## config.mk

```make
export PLATFORM = sky130hd
export DESIGN_NAME = ic_arbiter
export DESIGN_NICKNAME = d
export VERILOG_FILES = /design/src/rtl/ic_arbiter.sv
export SDC_FILE = /design/constraint.sdc
export NUM_CORES = 1
export LEC_CHECK = 0
export ABC_AREA = 1
export BUFFER_PORTS_ARGS = -buffer_cell sky130_fd_sc_hd__buf_2
export CAP_MARGIN = 20
export CORE_MARGIN = 2
export CORE_UTILIZATION = 31
export DETAILED_ROUTE_END_ITERATION = 7
export PLACE_DENSITY = 0.8
export SYNTH_ARGS = -nofsm -noshare
export SYNTH_HDL_FRONTEND = slang
export SYNTH_SLANG_ARGS = --single-unit
```

## constraint.sdc

```tcl
create_clock -name clk -period 0.9 [get_ports clk]
set_input_delay 0.09 -clock clk [delete_from_list [all_inputs] [get_ports clk]]
set_output_delay 0.09 -clock clk [all_outputs]
set_load 0.005 [all_outputs]
```

## src/rtl/ic_arbiter.sv

```systemverilog
// Multi-requester arbiter in front of a single burst peripheral: IDLE -> ADDR -> DATA per transfer.
// Define IC_ARB_RR_EN for round-robin arbitration; otherwise fixed priority, lowest index wins.
module ic_arbiter #(
    parameter int NREQ = 4
) (
    input  logic                      clk,
    input  logic                      resetn,
    input  logic [NREQ-1:0]           req,
    input  logic [NREQ-1:0]           req_wr,
    input  logic [3*NREQ-1:0]         req_addr,
    input  logic [3*NREQ-1:0]         req_len,
    input  logic [4*NREQ-1:0]         req_wdata,
    output logic [NREQ-1:0]           gnt,
    output logic [NREQ-1:0]           wbeat,
    output logic                      rvalid,
    output logic [$clog2(NREQ)-1:0]   rid,
    output logic [3:0]                rdata_o,
    output logic                      busy,
    output logic [2:0]                m_address,
    output logic                      m_wr,
    output logic                      m_rd,
    output logic [2:0]                m_length,
    output logic [3:0]                m_wdata,
    input  logic [3:0]                m_rdata
);
    localparam int IDW = $clog2(NREQ);

    typedef enum logic [1:0] {IDLE, ADDR, DATA} state_t;

    state_t           state_q, state_d;
    logic [IDW-1:0]   owner_q, owner_d;
    logic             wr_q, wr_d;
    logic [2:0]       addr_q, addr_d;
    logic [2:0]       len_q, len_d;
    logic [2:0]       cnt_q, cnt_d;
    logic             rvalid_q, rvalid_d;
    logic [IDW-1:0]   rid_q, rid_d;
    logic [3:0]       rdata_q, rdata_d;

    logic             win_vld;
    logic [IDW-1:0]   win_idx;

`ifdef IC_ARB_RR_EN
    logic [IDW-1:0]   ptr_q, ptr_d;
    logic [IDW:0]     rr_sum;

    // Scan from the pointer upward with wrap; descending k lets the nearest hit win.
    always_comb begin
        win_vld = 1'b0;
        win_idx = '0;
        rr_sum  = '0;
        for (int k = NREQ-1; k >= 0; k--) begin
            rr_sum = {1'b0, ptr_q} + (IDW+1)'(k);
            if (rr_sum >= (IDW+1)'(NREQ))
                rr_sum = rr_sum - (IDW+1)'(NREQ);
            if (req[rr_sum[IDW-1:0]]) begin
                win_vld = 1'b1;
                win_idx = rr_sum[IDW-1:0];
            end
        end
    end

    always_comb begin
        ptr_d = ptr_q;
        if (state_q == IDLE && win_vld)
            ptr_d = (win_idx == IDW'(NREQ-1)) ? '0 : win_idx + 1'b1;
    end
`else
    always_comb begin
        win_vld = 1'b0;
        win_idx = '0;
        for (int i = NREQ-1; i >= 0; i--) begin
            if (req[IDW'(i)]) begin
                win_vld = 1'b1;
                win_idx = IDW'(i);
            end
        end
    end
`endif

    // State register: every flop clears asynchronously so outputs drop with resetn.
    always_ff @(posedge clk or negedge resetn) begin
        if (!resetn) begin
            state_q  <= IDLE;
            owner_q  <= '0;
            wr_q     <= 1'b0;
            addr_q   <= '0;
            len_q    <= '0;
            cnt_q    <= '0;
            rvalid_q <= 1'b0;
            rid_q    <= '0;
            rdata_q  <= '0;
`ifdef IC_ARB_RR_EN
            ptr_q    <= '0;
`endif
        end else begin
            state_q  <= state_d;
            owner_q  <= owner_d;
            wr_q     <= wr_d;
            addr_q   <= addr_d;
            len_q    <= len_d;
            cnt_q    <= cnt_d;
            rvalid_q <= rvalid_d;
            rid_q    <= rid_d;
            rdata_q  <= rdata_d;
`ifdef IC_ARB_RR_EN
            ptr_q    <= ptr_d;
`endif
        end
    end

    // Next-state: the request is latched at grant, so requester-side changes afterwards are ignored.
    always_comb begin
        state_d = state_q;
        owner_d = owner_q;
        wr_d    = wr_q;
        addr_d  = addr_q;
        len_d   = len_q;
        cnt_d   = cnt_q;
        case (state_q)
            IDLE: begin
                if (win_vld) begin
                    state_d = ADDR;
                    owner_d = win_idx;
                    wr_d    = req_wr[win_idx];
                    addr_d  = 3'(req_addr >> (3*win_idx));
                    len_d   = 3'(req_len >> (3*win_idx));
                end
            end
            ADDR: begin
                if (len_q == 3'd0) begin
                    state_d = IDLE;
                end else begin
                    state_d = DATA;
                    cnt_d   = len_q;
                end
            end
            DATA: begin
                cnt_d = cnt_q - 3'd1;
                if (cnt_q <= 3'd1)
                    state_d = IDLE;
            end
            default: state_d = IDLE;
        endcase

        rvalid_d = (state_q == DATA) && !wr_q;
        rid_d    = rvalid_d ? owner_q : '0;
        rdata_d  = rvalid_d ? m_rdata : 4'd0;
    end

    always_comb begin
        gnt       = '0;
        wbeat     = '0;
        m_address = '0;
        m_wr      = 1'b0;
        m_rd      = 1'b0;
        m_length  = '0;
        m_wdata   = '0;
        busy      = (state_q != IDLE);
        case (state_q)
            ADDR: begin
                gnt       = NREQ'(1) << owner_q;
                m_address = addr_q;
                m_length  = len_q;
                m_wr      = wr_q;
                m_rd      = !wr_q;
            end
            DATA: begin
                if (wr_q) begin
                    wbeat   = NREQ'(1) << owner_q;
                    m_wdata = 4'(req_wdata >> (4*owner_q));
                end
            end
            default: ;
        endcase
    end

    assign rvalid  = rvalid_q;
    assign rid     = rid_q;
    assign rdata_o = rdata_q;

endmodule
```

==> implementation parameters <==
Parameter                              Value

Run status
  Result of the run ... finished, violations left
  Violations in the final reports ... negative setup slack

Power
  Total internal power ... 3.35 mW
  Total design power ... 5.66 mW
  Clock network fraction of design power ... 0.075
  Logic gate share of total power ... 0.678
  Static leakage ... 0.977 nW
  Switching Share ... 0.408
  PD cells ... 3290 mW/mm2
  Switching power of the nets ... 2.31 mW
  Max IR drop VDD ... 1.33 mV
  Sequential share of power ... 0.247

Synth
  Proportion of synthesized chip area in sequential cells ... 0.483
  Flip-flop and latch count after synthesis ... 19
  Complex-gate fraction of the synthesized area ... 0.105
  Dominant cell type by area after synthesis ... dfrtp_1
  YS warnings ... 0
  Number of different library cells in the post-synthesis netlist ... 16
  Largest cells by area after synthesis ... dfrtp_1, nand2_1, inv_1
  Fraction of synthesized area in multiplexers ... 0
  Main combinational cell family by area after synthesis ... simple AND/OR/NAND/NOR gates
  Share of Yosys cell area claimed by the top area cell type ... 0.483
  Fraction of the mapped netlist area in adder cells ... 0.0127
  Simple-gate share of the synthesized area ... 0.257
  Cell Area, Synth ... 985 um2
  Mean cell area of the mapped netlist ... 7.57 um2
  Xor-xnor portion of the synthesized cell area ... 0
  Number of cells produced by synthesis ... 130

Drt
  Post-route antenna net violation count ... 0
  Violation count after the first detailed-route iteration ... 6
  Post-detailed-route wirelength per cell ... 11.1 um
  Detailed-route vias per instance ... 4.27
  First drt pass iteration count ... 4
  Detailed-route DRC error count ... 0
  Via total after detailed routing ... 1081
  Post-detailed-routing wire length ... 2810 um

Timing
  Final Cycle Share ... 1.59
  Slew Limit Fails ... 0
  Worst hold slack after final layout ... 13.4 ps
  Number of endpoints with negative hold slack in the final report ... 0
  Setup violations, final ... 36
  Setup clock skew after layout ... 7.03 ps
  Clock period minus final worst setup slack ... 1430 ps
  PnR worst setup slack ... -534 ps
  Highest clock frequency the design can meet ... 697 MHz
  Setup TNS ... -13610 ps
  Unrepaired setup endpoints after global routing ... true

Finish
  Sequential cell area in the final layout ... 475 um2
  Layout cell share with drive strength beyond 1 ... 0.565
  ANT cells ... 0
  Area growth, synth to finish ... 74.7%
  # fillers ... 264
  Non-filler cells in the finished layout ... 253
  Net count reported at finish ... 265
  Multi-input combinational cell area ... 523 um2
  Design Area, Final ... 0.00172 mm2

Placed design
  Cell Count Post-Placement ... 235
  Placed wire-length estimate ... 1800 um
  Final estimated routing congestion in global placement ... 0.721
  Buffers added on ports ... 51
  Placed instance area ... 0.00137 mm2

CTS
  Master cell of the clock root buffer ... clkbuf_4
  Clock transition at the register clock pins on the worst setup and hold paths after CTS ... 110 ps
  TritonCTS Buffers ... 3
  CTS tree ... built
  Largest buffer count on any clock path ... 2
  Worst-Skew Late Latency ... 290 ps
  Number of levels the H-tree was split into ... 1
  TritonCTS Sinks ... 19

Worst setup path
  Required time worst endpoint ... 810 ps
  Kind of capture point of the worst setup path ... output port
  CP Class ... reg2out
  CP Launch Type ... flip-flop
  Worst EP arrival ... 1340 ps
  Critical path fanouts, max ... 5

Job
  Number of max-cap violations ... 0

Floorplanning
  Placeable core region ... 0.00303 mm2
  Die Outline Area ... 0.00364 mm2
  Die Span X ... 60.4 um
  Boundary Pins ... 82
  Die Height ... 60.4 um
  Number of core rows ... 20
  Initial core utilization ... 0.325

Global routing
  Via count of the first global-routing pass ... 925
  Wire length of the first global-routing pass ... 4170 um
  Number of antenna violations at the first check in global routing ... 0
  Largest net degree at the start of global routing ... 20
  Overall overflow remaining after global route ... 0
  Global-route usage over all layers ... 0.156

Hold path
  Path class of the lowest-slack min-delay path ... in2reg
sequential cells by signal (all words and copies together), names as in the netlist:
name and flops:
rdata_o 4, addr_q 3, cnt_q 3, len_q 3
state_q 2, owner_q 1, rid 1, rvalid 1
wr_q 1
power groups by stage:
stage	logic (mW)	registers, mW	clock network (mW)
2_1_floorplan	1.27	1.41	0
3_3_place_gp	2.29	1.40	0
3_5_place_dp	2.32	1.41	0
4_1_cts	3.50	1.39	0.438
5_1_grt	4.16	1.43	0.499
6_report	3.84	1.40	0.424
placed cells by master (no fill, tap or decap), types with 3 or more instances in the layout:
cell type	instances
inv_2	6
nor2_2	7
conb_1	5
nand2_2	3
nor2_1	12
dlygate4sd3_1	3
clkbuf_4	3
nand3_1	3
buf_2	51
o22ai_1	7
buf_4	13
nand2_1	23
nand2_4	4
inv_1	16
o21ai_2	9
buf_6	5
nor2_4	6
dfrtp_1	19
buf_8	3
layout make-up:
class                   count  share of cell area
repair buffers             78               0.321
multi-input cells          85               0.304
flip-flops and latches     19               0.276
inverters                  23              0.0516
well taps                  44              0.0320
clock buffers               4              0.0153
stage by stage:
| stage | utilization | setup slack (ps) |
|---|---|---|
| after floorplan | - | -105 |
| after global placement | 0.453 | -166 |
| after detailed placement | 0.453 | -199 |
| after CTS | 0.543 | -498 |
| after global routing | 0.568 | -648 |
| final | 0.568 | -534 |
synth_stat cells:
library cell and number:
nor2_2 3, nand2_2 1, nand3_1 4, o22ai_1 7, ha_1 1, inv_1 22
conb_1 1, nor3_4 1, dfrtp_1 19, o21ai_0 11, nand2_1 29, nor2_1 22
buf_2 1, a21oi_1 1, buf_4 6, clkinv_1 1
final timing paths:
check,start,to,slack (ps),cells past startpoint
min in group asynchronous,resetn,len_q[2],270,2
setup reg to reg,state_q[0],wr_q,-480,8
max in group asynchronous,resetn,rdata_o[2],320,2
hold / removal,m_rdata[2],rdata_o[2],10,3
setup / recovery,state_q[0],m_wdata[1],-530,7
hold reg to reg,addr_q[0],addr_q[0],570,2
per-layer routing:
layer / track usage / vias to the layer above / share of wire
met5: 0 / - / 0
li1: - / 548 / -
met1: 0.201 / 483 / 0.40
met3: 0.0235 / 7 / 0.066
met4: 0.0603 / 0 / 0.020
met2: 0.264 / 43 / 0.51
cell families after synthesis:
family	Yosys count
buffers and inverters	30
adders and majority gates	1
and+or+nand+nor	60
AOI/OAI and AO/OA	19
DFF	19
other	1
critical path, stage by stage, from the launching register on:
cell,delay [ps]
dfrtp_1,420
buf_6,140
nor2_4,110
nand3_2,90
inv_4,90
nand2_1,50
nand2_1,50
buf_2,100
what timing repair did:
action	in CTS	in global routing
cloned	2	0
endpoints found under the setup margin	35	41
hold buffers	3	0
endpoints found under the hold margin	21	0
gates resized for setup	50	22
buffers inserted	6	6
pin swaps	23	15
Note: power is estimated with default switching activity, not from simulation.
